[config.mk]
export PLATFORM = sky130hd
export DESIGN_NAME = pll_lock_sequencer
export DESIGN_NICKNAME = d
export VERILOG_FILES = /design/src/rtl/pll_lock_sequencer.sv
export SDC_FILE = /design/constraint.sdc
export NUM_CORES = 1
export LEC_CHECK = 0
export ABC_AREA = 1
export CAP_MARGIN = 20
export CELL_PAD_IN_SITES_DETAIL_PLACEMENT = 0
export CELL_PAD_IN_SITES_GLOBAL_PLACEMENT = 1
export CORE_MARGIN = 2
export CORE_UTILIZATION = 39
export DETAILED_ROUTE_END_ITERATION = 10
export GPL_ROUTABILITY_DRIVEN = 0
export MAX_ROUTING_LAYER = met4
export PLACE_DENSITY_LB_ADDON = 0.1
export SYNTH_ARGS = -nofsm -noshare
export SYNTH_HDL_FRONTEND = slang
export SYNTH_SLANG_ARGS = --single-unit
[constraint.sdc]
create_clock -name clk -period 1.8 [get_ports clk]
set_input_delay 0.45 -clock clk [delete_from_list [all_inputs] [get_ports clk]]
set_output_delay 0.45 -clock clk [all_outputs]
set_load 0.01 [all_outputs]
[src/rtl/pll_lock_sequencer.sv]
// Purpose: EHXPLLL power-up/recovery sequencer: pulses pll_rst, debounces LOCK, releases downstream reset, retries and faults.
// Latency: pll_lock fall to out_rst_n low in at most 3 clk (2-flop sync + registered FSM output).
// Backpressure: none; restart pulse overrides everything. Optional loss counter: define PLL_SEQ_LOSS_CNT_EN.
module pll_lock_sequencer #(
   parameter int RST_CYCLES    = 16,
   parameter int LOCK_TIMEOUT  = 1000000,
   parameter int STABLE_CYCLES = 1024,
   parameter int MAX_RETRIES   = 3
) (
   input  logic       clk,
   input  logic       rst_n,
   input  logic       pll_lock,
   input  logic       restart,
   output logic       pll_rst,
   output logic       out_rst_n,
   output logic       ready,
   output logic       fault,
   output logic [7:0] retries,
   output logic [7:0] loss_count,
   output logic [2:0] state_o
);

   localparam int M1 = (RST_CYCLES > STABLE_CYCLES) ? RST_CYCLES : STABLE_CYCLES;
   localparam int M2 = (LOCK_TIMEOUT > M1) ? LOCK_TIMEOUT : M1;
   localparam int CW = $clog2(M2 + 1);

   localparam logic [CW-1:0] RST_LAST = CW'(RST_CYCLES - 1);
   localparam logic [CW-1:0] STB_LAST = CW'(STABLE_CYCLES - 1);
   localparam logic [CW-1:0] TMO      = CW'(LOCK_TIMEOUT);
   localparam logic [7:0]    RETRY_MAX = 8'(MAX_RETRIES);

   typedef enum logic [2:0] {
      S_RESET_PLL = 3'd0,
      S_WAIT_LOCK = 3'd1,
      S_STABLE    = 3'd2,
      S_RELEASE   = 3'd3,
      S_RUN       = 3'd4,
      S_FAULT     = 3'd5
   } state_t;

   state_t        state, state_nx;
   logic [CW-1:0] cnt, cnt_nx;
   logic [CW-1:0] tmr, tmr_nx;
   logic [7:0]    retries_nx;
   logic [7:0]    retries_inc;
   logic          lock_meta, lock_sync;

   assign state_o     = state;
   assign retries_inc = (retries == 8'hFF) ? retries : retries + 8'd1;

   // Bring the asynchronous PLL LOCK into the oscillator domain.
   always_ff @(posedge clk or negedge rst_n) begin
      if (!rst_n) begin
         lock_meta <= 1'b0;
         lock_sync <= 1'b0;
      end else begin
         lock_meta <= pll_lock;
         lock_sync <= lock_meta;
      end
   end

   // Next-state, counter and retry decisions; restart wins over loss and timeout.
   always_comb begin
      state_nx   = state;
      cnt_nx     = cnt;
      tmr_nx     = tmr;
      retries_nx = retries;
      if (restart) begin
         state_nx   = S_RESET_PLL;
         cnt_nx     = '0;
         tmr_nx     = '0;
         retries_nx = 8'd0;
      end else begin
         case (state)
            S_RESET_PLL: begin
               if (cnt == RST_LAST) begin
                  state_nx = S_WAIT_LOCK;
                  cnt_nx   = '0;
                  tmr_nx   = '0;
               end else begin
                  cnt_nx = cnt + 1'b1;
               end
            end
            S_WAIT_LOCK, S_STABLE: begin
               if (tmr == TMO) begin
                  cnt_nx     = '0;
                  tmr_nx     = '0;
                  retries_nx = retries_inc;
                  state_nx   = (retries_inc >= RETRY_MAX) ? S_FAULT : S_RESET_PLL;
               end else begin
                  // tmr keeps counting across STABLE/WAIT_LOCK bounces so glitches cannot dodge the timeout
                  tmr_nx = tmr + 1'b1;
                  if (state == S_WAIT_LOCK) begin
                     if (lock_sync) begin
                        state_nx = S_STABLE;
                        cnt_nx   = '0;
                     end
                  end else if (!lock_sync) begin
                     state_nx = S_WAIT_LOCK;
                     cnt_nx   = '0;
                  end else if (cnt == STB_LAST) begin
                     state_nx = S_RELEASE;
                     cnt_nx   = '0;
                     tmr_nx   = '0;
                  end else begin
                     cnt_nx = cnt + 1'b1;
                  end
               end
            end
            S_RELEASE: begin
               if (!lock_sync) begin
                  state_nx = S_RESET_PLL;
               end else begin
                  state_nx   = S_RUN;
                  retries_nx = 8'd0;
               end
            end
            S_RUN: begin
               if (!lock_sync) state_nx = S_RESET_PLL;
            end
            S_FAULT: state_nx = S_FAULT;
            default: begin
               state_nx = S_RESET_PLL;
               cnt_nx   = '0;
               tmr_nx   = '0;
            end
         endcase
      end
   end

   // State register plus outputs decoded from the next state so they are glitch-free flops.
   always_ff @(posedge clk or negedge rst_n) begin
      if (!rst_n) begin
         state     <= S_RESET_PLL;
         cnt       <= '0;
         tmr       <= '0;
         retries   <= 8'd0;
         pll_rst   <= 1'b1;
         out_rst_n <= 1'b0;
         ready     <= 1'b0;
         fault     <= 1'b0;
      end else begin
         state     <= state_nx;
         cnt       <= cnt_nx;
         tmr       <= tmr_nx;
         retries   <= retries_nx;
         pll_rst   <= (state_nx == S_RESET_PLL) || (state_nx == S_FAULT);
         out_rst_n <= (state_nx == S_RELEASE) || (state_nx == S_RUN);
         ready     <= (state_nx == S_RUN);
         fault     <= (state_nx == S_FAULT);
      end
   end

`ifdef PLL_SEQ_LOSS_CNT_EN
   logic       lock_lost;
   logic [7:0] loss_q;

   assign lock_lost  = ((state == S_RELEASE) || (state == S_RUN)) && !lock_sync && !restart;
   assign loss_count = loss_q;

   // Saturating count of lock losses after release.
   always_ff @(posedge clk or negedge rst_n) begin
      if (!rst_n) begin
         loss_q <= 8'd0;
      end else if (lock_lost && (loss_q != 8'hFF)) begin
         loss_q <= loss_q + 8'd1;
      end
   end
`else
   assign loss_count = 8'd0;
`endif

endmodule
# Word level (Yosys, flattened, before mapping)
# Index checks and enable logic that the tools add are counted.
# Widths: inputs -> output; s select.
[totals]
regBits = 57
word_cells = 72
[op_classes]
magnitude_cmp = 1
n_addsub = 3
reduce_logical = 10
n_eq_ne = 17
n_mux = 31
[ops]
columns = ["op", "count"]
rows = [
  ["$mux 20", 13],
  ["$pmux 20 s3", 2],
  ["$add 20x1->20 const B", 2],
  ["$mux 8", 4],
  ["$mux 3", 10],
  ["$eq 20x10->1 const B", 1],
  ["$eq 20x20->1 const B", 1],
  ["$eq 20x4->1 const B", 1],
  ["$pmux 8 s2", 1],
  ["$pmux 3 s5", 1],
  ["$eq 3x3->1 const B", 4],
  ["$eq 3x2->1 const B", 3],
  ["$ne 3x3->1 const B", 3],
  ["$add 8x1->8 const B", 1],
  ["$eq 8x8->1 const B", 1],
  ["$ge 8x2->1 const B", 1],
  ["$logic_not 3->1", 2],
  ["$ne 5x5->1 const B", 1],
  ["$reduce_and 2->1", 2],
  ["$eq 3x1->1 const B", 1],
  ["$reduce_and 3->1", 1],
  ["$reduce_bool 3->1", 1],
  ["$reduce_or 3->1", 1],
  ["$logic_or 1x1->1", 2],
  ["other kinds (2)", 2],
]

# Logic depth before layout (Yosys ltp)
# Gate-level depths: netlist of run 1.
[depth]
ltp_word = 9
ltp_mapped = 17
ltp_nobuf = 17

# Worst setup path after synthesis of run 1
# No wires, ideal clock.
[synth_path]
kind = "register -> register"
from = "register tmr[0]"
to = "register cnt[11]"
stages_incl_launch_ff = 15
setup_ps = 124
path_slack_ps = 7
arrival_time_ps = 1669
synth_period_minus_slack_ps = 1793
path_cell_list = "dfrtp_1 -> inv_1 -> ha_1 -> inv_1 -> nor2_1 -> nand2_1 -> nor2_1 -> nand3_2 -> a21oi_2 -> buf_6 -> nand3_2 -> inv_1 -> nand2_1 -> nand2_2 -> a22oi_2"
[synth_via]
elab_chain_cells = 4
elab_cells_between_ends = 6
[synth_rtl]
columns = ["element", "line_no", "text"]
rows = [
  ["start, declared", "43", "logic [CW-1:0] tmr, tmr_nx;"],
  ["start signal, assigned", "145", "tmr <= tmr_nx;"],
  ["$eq 20x20->1 (*)", "85", "if (tmr == TMO) begin"],
  ["$mux 20", "85", ""],
  ["$pmux 20 s3", "74", "case (state)"],
  ["$mux 20", "68", "if (restart) begin"],
  ["end signal, assigned", "144", "cnt <= cnt_nx;"],
  ["end, declared", "42", "logic [CW-1:0] cnt, cnt_nx;"],
]
# Mark *: on every way between the ends. The rest lies on a longest branch, timed or not.
# A chain may end at the register's enable or synchronous reset.

# Final worst setup path of run 1
[layout_path]
from = "register tmr[1]"
to = "register cnt[11]"
# Same word-level chain as after synthesis.

==> impl_metrics.tcl, run 1 <==
set metrics [dict create \
    first_global_vias 3781 \
    cp.buffers_inverters 5 \
    synth_edf_count 0 \
    grtUsageTotal_pct 22.2 \
    yosys.area.top_type "dfrtp_1" \
    worstSetupPathType "register to register" \
    cp_common_cell "inv_2" \
    min-delay-path-class "input port to async pin" \
    floorplan.die.height_um 102 \
    report.final.slew_viol_count 0 \
    powerDensity_nw_per_um2 513 \
    timing.critical_path.arrival_ns 2.15 \
    clock_sink_count 57 \
    critical_path.startpoint_type "register" \
    critical_path.startpoint "tmr[1]$_DFFE_PN0P_" \
    postLayoutCellArea_sq_um 5740 \
    yosysUniqueCellTypes 41 \
    data_required_time_at_the_worst_endpoint_ns 2.03 \
    place_worst_setup_slack_ns -0.330 \
    cts_max_path_buffers 2 \
    timing.clock.skew_ns 0.0150 \
    fin_ws_ns -0.120 \
    post_route_cells_drive_above_1_share_pct 39.1 \
    grt_overflow_total 0 \
    regToRegSetupSlack_ns -0.12 \
    drtIter0Drc 162 \
    drcViolationCount 0 \
    worst_path_dominant_cell_family "simple AND/OR/NAND/NOR gates" \
    initial_core_util_pct 40.4 \
    cp_slowest_stage_delay_ns 0.41 \
    first_pass_iters 5 \
    max_cap_viol_count 0 \
    clk_transition_reported_paths_ns 0.08 \
    timing.reg2reg.worst_path_depth 15 \
    critPathCaptureType "register" \
    syn_avg_cell_area_sq_um 6.94 \
    numPortBuffers 18 \
    detail-route-antenna-nets 0 \
    hold_viol_final 0 \
    wl_per_cell_um 13.1 \
    num_io_pins 27 \
    finalNetCount 698 \
    insertion_delay_ns 0.35 \
    syn2layout_area_growth_pct 53.1 \
    reg2reg_capture_point "cnt[11]$_DFFE_PN0P_" \
    post-synth-top-area-fraction_pct 37.3 \
    violations "negative setup slack" \
    totalWireLength_um 10800 \
    grt_setup_unrepaired "true" \
    multi_input_comb_area_sq_um 2410 \
    netlist_instances 541 \
    synth.yosys.seq_area_share_pct 38.0 \
    yosys_register_bits 57 \
    post-route-min-period_ns 1.92 \
    placedCellCount 786 \
    viasPerCell 4.78 \
    cts-hold-fix-buffers 0 \
    utilization_pct 61.9 \
    num_vias 3940 \
    largest_net_degree_at_the_start_of_global_routing 58 \
    synth_top_cells_by_area "dfrtp_1 (37%), nand2_1 (14%), nor2_1 (8.5%)" \
    regArea_sq_um 1430 \
    cts_tree "built" \
    synth_most_common_cell "nand2_1" \
    synth_warnings 0 \
    h-tree-depth 3 \
    path_cells "inv_2 > ha_4 > inv_2 > nor2_2 > nand2_1 > nor2_1 > nand3_2 > a21oi_2 > buf_6 > buf_6 > nand3_4 > inv_2 > nand2_2 > nand2_4 > a22oi_2" \
    post_synth_instance_area_sq_um 3750 \
    detailed_place_hpwl_um 7480 \
    vdd_ir_drop_max_mv 0.366 \
    endpoint "cnt[11]$_DFFE_PN0P_" \
    coreArea_sq_um 9280 \
    dieArea_sq_um 10400 \
    leakagePower_nw 2.92 \
    dpl_cell_area_sq_um 4800 \
    num_rows 35 \
    cpMaxStageDelayCell "dfrtp_1" \
    n_diodes 0 \
    path_max_fanout 6 \
    tritoncts.num_buffers 9 \
    setup-violations-final 37 \
    clock.fmax_ghz 0.521 \
    fin_cells 824 \
    library_cell_used_as_clock_root_buffer "clkbuf_8" \
    grt_antenna_before_repair 0 \
    die_w_um 102 \
    reg2reg_from "tmr[1]$_DFFE_PN0P_" \
    nFillCells 848 \
    ys_top_cells_by_count "nand2_1 (142), nor2_1 (85), inv_1 (78), dfrtp_1 (56), nand3_1 (33)" \
    outcome "complete, but fails checks" \
    synth_async_sr_flop_share_pct 100 \
    stages_on_worst_setup_path 15 \
    ys_dominant_reg_cell "dfrtp_1" \
    fin_crit_sh_pct 107 \
    timing.setup.tns_ns -2.18 \
    wire_length_of_the_first_global_routing_pass_um 17600 \
]
==> worst min path at each step <==
stage          cells past startpoint                endpoint           startpoint
2_1_floorplan                      0      cnt[0]$_DFFE_PN0P_                rst_n
3_3_place_gp                       0     lock_sync$_DFF_PN0_  lock_meta$_DFF_PN0_
3_5_place_dp                       0     lock_sync$_DFF_PN0_  lock_meta$_DFF_PN0_
4_1_cts                            2      tmr[3]$_DFFE_PN0P_                rst_n
5_1_grt                            2      tmr[3]$_DFFE_PN0P_                rst_n
6_report                           2  retries[6]$_DFFE_PN0P_                rst_n
==> routing by layer <==
metal  global-route usage [%]  share of wire [%]  up-vias
li1                         -                  -     2001
met4                     6.36                1.7        0
met1                     28.7                 47     1852
met5                        -                  0        -
met3                     4.24                3.4       18
met2                     35.5                 48       69
==> placed cells by master, fill, tap and decap left out, types with 3 or more instances in the layout <==
master,n
a21oi_1,9
a21oi_2,11
buf_4,107
buf_6,17
clkbuf_8,9
clkdlybuf4s50_1,6
clkinvlp_4,5
conb_1,8
dfrtp_1,54
dlygate4sd2_1,8
dlymetal6s2s_1,3
ha_4,3
inv_1,66
inv_2,13
nand2_1,114
nand2_2,23
nand2_4,9
nand3_1,26
nand3_2,6
nand3_4,5
nand4_1,9
nor2_1,66
nor2_2,14
nor2_4,11
nor3_1,7
nor3_2,3
nor3_4,5
o21ai_0,10
o21ai_1,12
o21ai_2,5
o31ai_2,4
xor2_1,12
==> final cells by class <==
| cell class | count | share of cell area, % |
|---|---|---|
| repair buffers | 143 | 20.7 |
| inverters | 83 | 5.80 |
| flip-flops and latches | 57 | 24.9 |
| repair inverters | 1 | 0.109 |
| multi-input cells | 395 | 41.9 |
| clock buffers | 9 | 2.16 |
| clock inverters | 7 | 1.66 |
| well taps | 129 | 2.81 |
==> metrics by stage <==
stage	hold WS (ns)	power [W]
after global placement	0.364	0.00158
after global routing	0.113	0.00307
after CTS	0.105	0.00295
after detailed placement	0.356	0.00158
final	0.107	0.00295
after floorplan	0.154	0.00146
==> flip-flops by register name, indices dropped and copies added (netlist names) <==
signal     flops
lock_sync      1
state_o        3
tmr           20
fault          1
cnt           20
out_rst_n      1
pll_rst        1
retries        8
ready          1
lock_meta      1
==> timing repair <==
item                       CTS  global route
cloned                       0             2
resized for setup           90            92
setup buffers               14             8
pin swaps                   33            38
hold endpoints to repair     0             0
setup endpoints to repair   58            59
==> where the power goes <==
| part | switching [W] | leakage [nW] | internal, W |
|---|---|---|---|
| Combinational | 0.000170 | 2.05 | 0.000123 |
| Clock | 0.000565 | 0.0975 | 0.000775 |
| Sequential | 0.0000154 | 0.781 | 0.00130 |
==> cell families after synthesis <==
group	after synthesis	synth area share, %
adder cells (fa/ha/maj)	4	1.33
AND/OR/NAND/NOR	306	35.9
AO/OA/AOI/OAI	63	10.0
XOR/XNOR	14	3.27
buffers and inverters	96	11.3
other	1	0.0999
flip-flops	57	38.0
Power figures use the tool's default switching activity.
==> run 2: changes to the inputs <==
ABC_AREA = not set   (was 1)
CELL_PAD_IN_SITES_DETAIL_PLACEMENT = not set   (was 0)
CELL_PAD_IN_SITES_GLOBAL_PLACEMENT = not set   (was 1)
CORE_UTILIZATION = 53   (was 39)
PLACE_DENSITY = 0.76   (was not set)
PLACE_DENSITY_LB_ADDON = not set   (was 0.1)
==> run 2 against run 1 <==
  * The run still ends with negative setup slack left
  * Synthesized cell count decreased by 24%
  * Critical path depth shrank 5
  * Clock power fell by 4%
  * Clock skew is 0.0047 ns lower
  * Worst hold slack worse by 0.0094 ns
  * Combinational power increased by 90%
==> impl_metrics.tcl, run 2 <==
set metrics [dict create \
    max_cap_viol_count 0 \
    numPortBuffers 18 \
    drtIter0Drc 782 \
    leakagePower_nw 2.57 \
    tritoncts.num_buffers 9 \
    post_route_cells_drive_above_1_share_pct 46.4 \
    grtUsageTotal_pct 40.3 \
    wl_per_cell_um 25.6 \
    syn2layout_area_growth_pct 60.1 \
    synth_edf_count 0 \
    reg2reg_from "tmr[1]$_DFFE_PN0P_" \
    layout.cells.most_common "buf_4" \
    cts_max_path_buffers 2 \
    num_io_pins 27 \
    grt_antenna_before_repair 0 \
    critical_path.startpoint "tmr[1]$_DFFE_PN0P_" \
    detailed_place_hpwl_um 7350 \
    syn_avg_cell_area_sq_um 8.58 \
    path_max_fanout 7 \
    synth_async_sr_flop_share_pct 100 \
    h-tree-depth 3 \
    powerDensity_nw_per_um2 569 \
    yosys_register_bits 57 \
    num_vias 4649 \
    library_cell_used_as_clock_root_buffer "clkbuf_8" \
    vdd_ir_drop_max_mv 0.761 \
    synth_top_cells_by_area "dfrtp_1 (40%), nand2_1 (4.1%), a21oi_1 (3.8%)" \
    floorplan.die.height_um 85.7 \
    largest_net_degree_at_the_start_of_global_routing 58 \
    data_required_time_at_the_worst_endpoint_ns 2.04 \
    detail-route-antenna-nets 0 \
    die_w_um 85.7 \
    utilization_pct 88.6 \
    fin_crit_sh_pct 147 \
    synth_most_common_cell "dfrtp_1" \
    timing.critical_path.arrival_ns 2.88 \
    post-route-min-period_ns 2.65 \
    viasPerCell 7.12 \
    yosysUniqueCellTypes 70 \
    ys_top_cells_by_count "dfrtp_1 (56), nand2_1 (39), nor2_1 (30), a21oi_1 (27), nand3_1 (24)" \
    clock.fmax_ghz 0.378 \
    timing.clock.skew_ns 0.0103 \
    nFillCells 261 \
    endpoint "tmr[3]$_DFFE_PN0P_" \
    num_rows 29 \
    violations "negative setup slack" \
    critical_path.startpoint_type "register" \
    insertion_delay_ns 0.35 \
    wire_length_of_the_first_global_routing_pass_um 22200 \
    top_regs "cnt: 20 flops, tmr: 20 flops, retries: 8 flops" \
    regToRegSetupSlack_ns -0.85 \
    drcViolationCount 0 \
    initial_core_util_pct 55.4 \
    finalNetCount 579 \
    first_global_vias 4350 \
    grt_setup_unrepaired "true" \
    mostFrequentLayoutCells "buf_4 (125), dfrtp_1 (48), nand2_1 (37)" \
    outcome "complete, but fails checks" \
    min-delay-path-class "input port to async pin" \
    setup-violations-final 55 \
    ys_dominant_reg_cell "dfrtp_1" \
    post-synth-top-area-fraction_pct 39.6 \
    report.final.slew_viol_count 0 \
    reg2reg_capture_point "tmr[3]$_DFFE_PN0P_" \
    fin_ws_ns -0.847 \
    cts_tree "built" \
    post_synth_instance_area_sq_um 3540 \
    clk_transition_reported_paths_ns 0.07 \
    dpl_cell_area_sq_um 4740 \
    timing.reg2reg.worst_path_depth 10 \
    tightest_slew_ns 0.552 \
    critPathCaptureType "register" \
    hold_viol_final 0 \
    netlist_instances 412 \
    place_worst_setup_slack_ns -0.513 \
    coreArea_sq_um 6390 \
    placedCellCount 605 \
    dieArea_sq_um 7340 \
    max-slew-margin-rel_pct 63.2 \
    cts-hold-fix-buffers 0 \
    fin_cells 653 \
    grt_overflow_total 0 \
    synth_warnings 0 \
    totalWireLength_um 16700 \
    n_diodes 0 \
    synth.yosys.seq_area_share_pct 40.4 \
    worstSetupPathType "register to register" \
    clock_sink_count 57 \
    postLayoutCellArea_sq_um 5660 \
    first_pass_iters 7 \
    yosys.area.top_type "dfrtp_1" \
]
-- run 2: through the flow --
stage | hold slack (ns) | setup TNS [ns] | power [W]
6_report | 0.0975 | -37.63 | 0.00322
5_1_grt | 0.134 | -36.50 | 0.00330
4_1_cts | 0.117 | -10.32 | 0.00306
3_3_place_gp | 0.337 | -15.05 | 0.00180
2_1_floorplan | 0.154 | -3.51 | 0.00162
3_5_place_dp | 0.339 | -17.48 | 0.00182
-- run 2: worst max-delay path: stages (launching register included) --
cell	delay, ns
dfrtp_1	0.41
inv_1	0.09
ha_2	0.18
nor4b_4	0.40
nand4_1	0.24
buf_6	0.21
o21ai_4	0.28
buf_6	0.21
nor2_4	0.09
a21o_1	0.17
a22o_1	0.24
-- run 2: cell type report --
| type | instances | area, sq um | share of cell area (%) |
|---|---|---|---|
| clock buffer | 13 | 159 | 2.81 |
| timing repair buffer | 174 | 1510 | 26.7 |
| inverter | 14 | 52.6 | 0.928 |
| tap | 77 | 96.3 | 1.70 |
| sequential | 57 | 1440 | 25.4 |
| multi-input combinational | 315 | 2360 | 41.8 |
| clock inverter | 3 | 40.0 | 0.707 |
-- run 2: worst min path at each step --
stage / end / depth (start not counted)
5_1_grt: retries[6]$_DFFE_PN0P_ / 2
4_1_cts: cnt[15]$_DFFE_PN0P_ / 2
6_report: cnt[14]$_DFFE_PN0P_ / 2
3_5_place_dp: lock_sync$_DFF_PN0_ / 0
2_1_floorplan: cnt[0]$_DFFE_PN0P_ / 0
3_3_place_gp: lock_sync$_DFF_PN0_ / 0
-- run 2: metal layers --
layer  track usage (%)  vias up  part of all wire (%)
li1                  -     1818                     -
met1              46.2     2150                    33
met2              64.2      474                    45
met3              8.47      207                    12
met4              25.7        0                   9.6
met5                 -        -                     0
-- run 2: repair_timing --
item,in CTS,in global routing
gates resized for setup,77,45
cloned,1,0
endpoints found under the setup margin,65,56
setup buffers,23,10
pin swaps,33,22
-- run 2: cell families (layout without fill, tap and decap cells) --
group	after synthesis	in the layout	synth area share, %
AO/OA/AOI/OAI	114	114	20.9
XOR/XNOR	7	7	1.73
adder cells (fa/ha/maj)	4	4	1.42
buffers and inverters	47	204	7.25
flip-flops	57	57	40.4
multiplexers	5	5	1.49
other	1	8	0.106
AND/OR/NAND/NOR	177	177	26.7
-- run 2: power by group --
part           internal, W  switching [W]  total [W]
clock network     0.000712       0.000575    0.00129
logic             0.000257       0.000300   0.000557
registers          0.00133      0.0000404    0.00138
total              0.00230       0.000916    0.00322
==> run 3: changes to the inputs <==
CORE_UTILIZATION = 55   (was 53)
CTS_BUF_LIST = sky130_fd_sc_hd__clkbuf_4 sky130_fd_sc_hd__clkbuf_8   (was not set)
PLACE_DENSITY = 0.79   (was 0.76)
==> run 3 against run 2 <==
  * The flow now stops in 5_1_grt
  * Synthesized cell count stayed put
  * Synthesized area did not move
==> impl_metrics.tcl, run 3 <==
set metrics [dict create \
    cts_max_path_buffers 2 \
    post_synth_instance_area_sq_um 3540 \
    worst_endpoint_kind "sequential cell input" \
    synth_edf_count 0 \
    ys_dominant_reg_cell "dfrtp_1" \
    yosys_register_bits 57 \
    outcome "did not finish" \
    syn_avg_cell_area_sq_um 8.58 \
    timing.grt.repair.worst_endpoint "out_rst_n$_DFF_PN0_/D" \
    num_io_pins 27 \
    netlist_instances 412 \
    floorplan.die.height_um 84.2 \
    tritoncts.num_buffers 9 \
    failing_step "5_1_grt" \
    initial_core_util_pct 56.3 \
    grtUsageTotal_pct 87.4 \
    synth_async_sr_flop_share_pct 100 \
    num_rows 29 \
    synth_warnings 0 \
    clock_sink_count 57 \
    post-synth-top-area-fraction_pct 39.6 \
    dpl_cell_area_sq_um 4760 \
    synth.yosys.seq_area_share_pct 40.4 \
    placedCellCount 609 \
    grt_overflow_total 346 \
    synth_top_cells_by_area "dfrtp_1 (40%), nand2_1 (4.1%), a21oi_1 (3.8%)" \
    yosys.area.top_type "dfrtp_1" \
    detailed_place_hpwl_um 7640 \
    die_w_um 84.2 \
    library_cell_used_as_clock_root_buffer "clkbuf_8" \
    numPortBuffers 18 \
    ys_top_cells_by_count "dfrtp_1 (56), nand2_1 (39), nor2_1 (30), a21oi_1 (27), nand3_1 (24)" \
    largest_net_degree_at_the_start_of_global_routing 25 \
    place_worst_setup_slack_ns -0.474 \
    h-tree-depth 3 \
    toolErrorMsg "[ERROR GRT-0232] Routing congestion too high. Check the congestion heatmap in the GUI." \
    yosysUniqueCellTypes 70 \
    synth_most_common_cell "dfrtp_1" \
]
## run 3: cell counts after synthesis
No cell type changed its count.
## run 3: logic make-up after synthesis
group | synth area share (%)
AOI/OAI and AO/OA | 20.9
xor gates and xnor gates | 1.73
adders and majority gates | 1.42
buffers and inverters | 7.25
DFF | 40.4
muxes | 1.49
other | 0.106
and+or+nand+nor | 26.7
## run 3: what timing repair did
item / CTS
gates resized for setup: 118
hold buffers: 0
cloned: 2
setup endpoints to repair: 65
buffers inserted: 28
pin swaps: 42
## run 3: per-layer routing
| layer | overflow | track usage, % |
|---|---|---|
| met1 | 3 | 81.7 |
| met2 | 245 | 113 |
| met5 | - | - |
| met4 | 96 | 96.3 |
| met3 | 2 | 54.5 |
## run 3: metrics by stage
| stage | hold slack [ns] | setup TNS (ns) |
|---|---|---|
| after detailed placement | 0.351 | -18.95 |
| after floorplan | 0.154 | -3.51 |
| after global placement | 0.341 | -15.62 |
| after CTS | 0.0459 | -11.13 |
==> run 4: changes to the inputs <==
CORE_UTILIZATION = 40   (was 55)
CTS_BUF_LIST = not set   (was sky130_fd_sc_hd__clkbuf_4 sky130_fd_sc_hd__clkbuf_8)
MAX_ROUTING_LAYER = not set   (was met4)
PLACE_DENSITY = not set   (was 0.79)
PLACE_DENSITY_LB_ADDON = 0.15   (was not set)
clock period = 2.3 ns   (was 1.8 ns; I/O delays follow)
==> run 4 against run 3 <==
  * The flow now finishes without violations
==> impl_metrics.tcl, run 4 (synthesis gave the netlist of run 2 again) <==
set metrics [dict create \
    outcome "complete, no violations" \
    grt_setup_unrepaired "false" \
    postLayoutCellArea_sq_um 4360 \
    wl_per_cell_um 15.4 \
    data_required_time_at_the_worst_endpoint_ns 2.56 \
    timing.setup.tns_ns 0 \
    post-route-min-period_ns 2.18 \
    multi_input_comb_area_sq_um 1970 \
    worstSetupPathType "register to register" \
    grt_overflow_total 0 \
    num_vias 3260 \
    detail-route-antenna-nets 0 \
    mostFrequentLayoutCells "dfrtp_1 (55), buf_4 (43), nand2_1 (39)" \
    path_max_fanout 7 \
    fin_ws_ns 0.119 \
    viasPerCell 5.67 \
    timing.clock.skew_ns 0.0109 \
    dpl_cell_area_sq_um 4060 \
    syn2layout_area_growth_pct 23.4 \
    cts_max_path_buffers 2 \
    tritoncts.num_buffers 9 \
    max_cap_viol_count 0 \
    totalWireLength_um 8850 \
    critPathCaptureType "register" \
    drtIter0Drc 132 \
    cp.buffers_inverters 2 \
    drcViolationCount 0 \
    grtUsageTotal_pct 19.2 \
    min-delay-path-class "input port to async pin" \
    first_pass_iters 5 \
    cp_slowest_stage_delay_ns 0.41 \
    n_diodes 0 \
    hold_viol_final 0 \
    setup-violations-final 0 \
    coreArea_sq_um 8640 \
    path_cells "ha_1 > and3_2 > nand3_2 > nor4_2 > buf_4 > or2_1 > buf_4 > or3_1 > o21ai_1" \
    num_io_pins 27 \
    largest_net_degree_at_the_start_of_global_routing 58 \
    numPortBuffers 18 \
    first_global_vias 3096 \
    cts_tree "built" \
    clock_sink_count 57 \
    num_rows 34 \
    fin_crit_sh_pct 94.8 \
    nFillCells 830 \
    place_worst_setup_slack_ns -0.0933 \
    cpMaxStageDelayCell "dfrtp_1" \
    leakagePower_nw 1.88 \
    clk_transition_reported_paths_ns 0.07 \
    insertion_delay_ns 0.34 \
    detailed_place_hpwl_um 6080 \
    regArea_sq_um 1430 \
    top_regs "cnt: 20 flops, tmr: 20 flops, retries: 8 flops" \
    dieArea_sq_um 9610 \
    placedCellCount 557 \
    initial_core_util_pct 40.9 \
    vdd_ir_drop_max_mv 0.282 \
    powerDensity_nw_per_um2 524 \
    h-tree-depth 3 \
    finalNetCount 470 \
    floorplan.die.height_um 98.0 \
    worst_path_dominant_cell_family "simple AND/OR/NAND/NOR gates" \
    layout.cells.most_common "dfrtp_1" \
    cp_common_cell "buf_4" \
    fin_cells 575 \
    critical_path.startpoint_type "register" \
    post_route_cells_drive_above_1_share_pct 19.7 \
    wire_length_of_the_first_global_routing_pass_um 15100 \
    die_w_um 98.0 \
    library_cell_used_as_clock_root_buffer "clkbuf_8" \
    report.final.slew_viol_count 0 \
    grt_antenna_before_repair 0 \
    timing.critical_path.arrival_ns 2.44 \
    clock.fmax_ghz 0.459 \
]
==> run 4: layout make-up <==
type	instances	share of cell area (%)
multi-input cells	315	45.2
flip-flops and latches	57	32.8
repair buffers	65	13.1
clock buffers	10	3.16
well taps	108	3.10
clock inverters	6	1.55
inverters	14	1.20
==> run 4: layer usage <==
layer	up-vias	part of all wire (%)	GRT usage (%)
met5	-	0	0
met4	0	0.89	4.81
met3	8	3.1	4.22
met2	54	49	30.6
met1	1595	47	26.7
li1	1603	-	-
==> run 4: power breakdown <==
part	switching, W	leakage, nW	internal [W]	total [W]
clock network	0.000447	0.0985	0.000531	0.000978
logic	0.000129	1.00	0.0000991	0.000228
registers	0.0000351	0.782	0.00104	0.00108
total	0.000611	1.88	0.00167	0.00229
==> run 4: repair_timing <==
| action | CTS | global route |
|---|---|---|
| endpoints found under the setup margin | 0 | 28 |
| gates resized for setup | 0 | 17 |
| setup buffers | 0 | 2 |
| hold buffers | 0 | 0 |
==> run 4: per-stage QoR <==
| step | hold slack [ns] | util, % | power, W |
|---|---|---|---|
| 2_1_floorplan | 0.279 | - | 0.00124 |
| 4_1_cts | 0.241 | 49.4 | 0.00232 |
| 3_5_place_dp | 0.336 | 47.1 | 0.00133 |
| 3_3_place_gp | 0.333 | 47.1 | 0.00132 |
| 6_report | 0.234 | 50.5 | 0.00229 |
| 5_1_grt | 0.245 | 50.5 | 0.00241 |
==> run 4: worst reg2reg max path, stage by stage, from the launching register on <==
cell     delay, ns
dfrtp_1       0.41
ha_1          0.23
and3_2        0.26
nand3_2       0.13
nor4_2        0.06
buf_4         0.17
or2_1         0.26
buf_4         0.18
or3_1         0.34
o21ai_1       0.07
==> run 4: worst paths after layout <==
check                               startpoint                   to  slack, ns  cells past startpoint
max                         cnt[0]$_DFFE_PN0P_   tmr[5]$_DFFE_PN0P_       0.12                      9
min                                      rst_n   tmr[2]$_DFFE_PN0P_       0.23                      2
max reg2reg                 cnt[0]$_DFFE_PN0P_   tmr[5]$_DFFE_PN0P_       0.12                      9
min reg2reg                lock_meta$_DFF_PN0_  lock_sync$_DFF_PN0_       0.35                      0
max in group asynchronous                rst_n    pll_rst$_DFF_PN1_       1.76                      2
min in group clk           lock_meta$_DFF_PN0_  lock_sync$_DFF_PN0_       0.35                      0
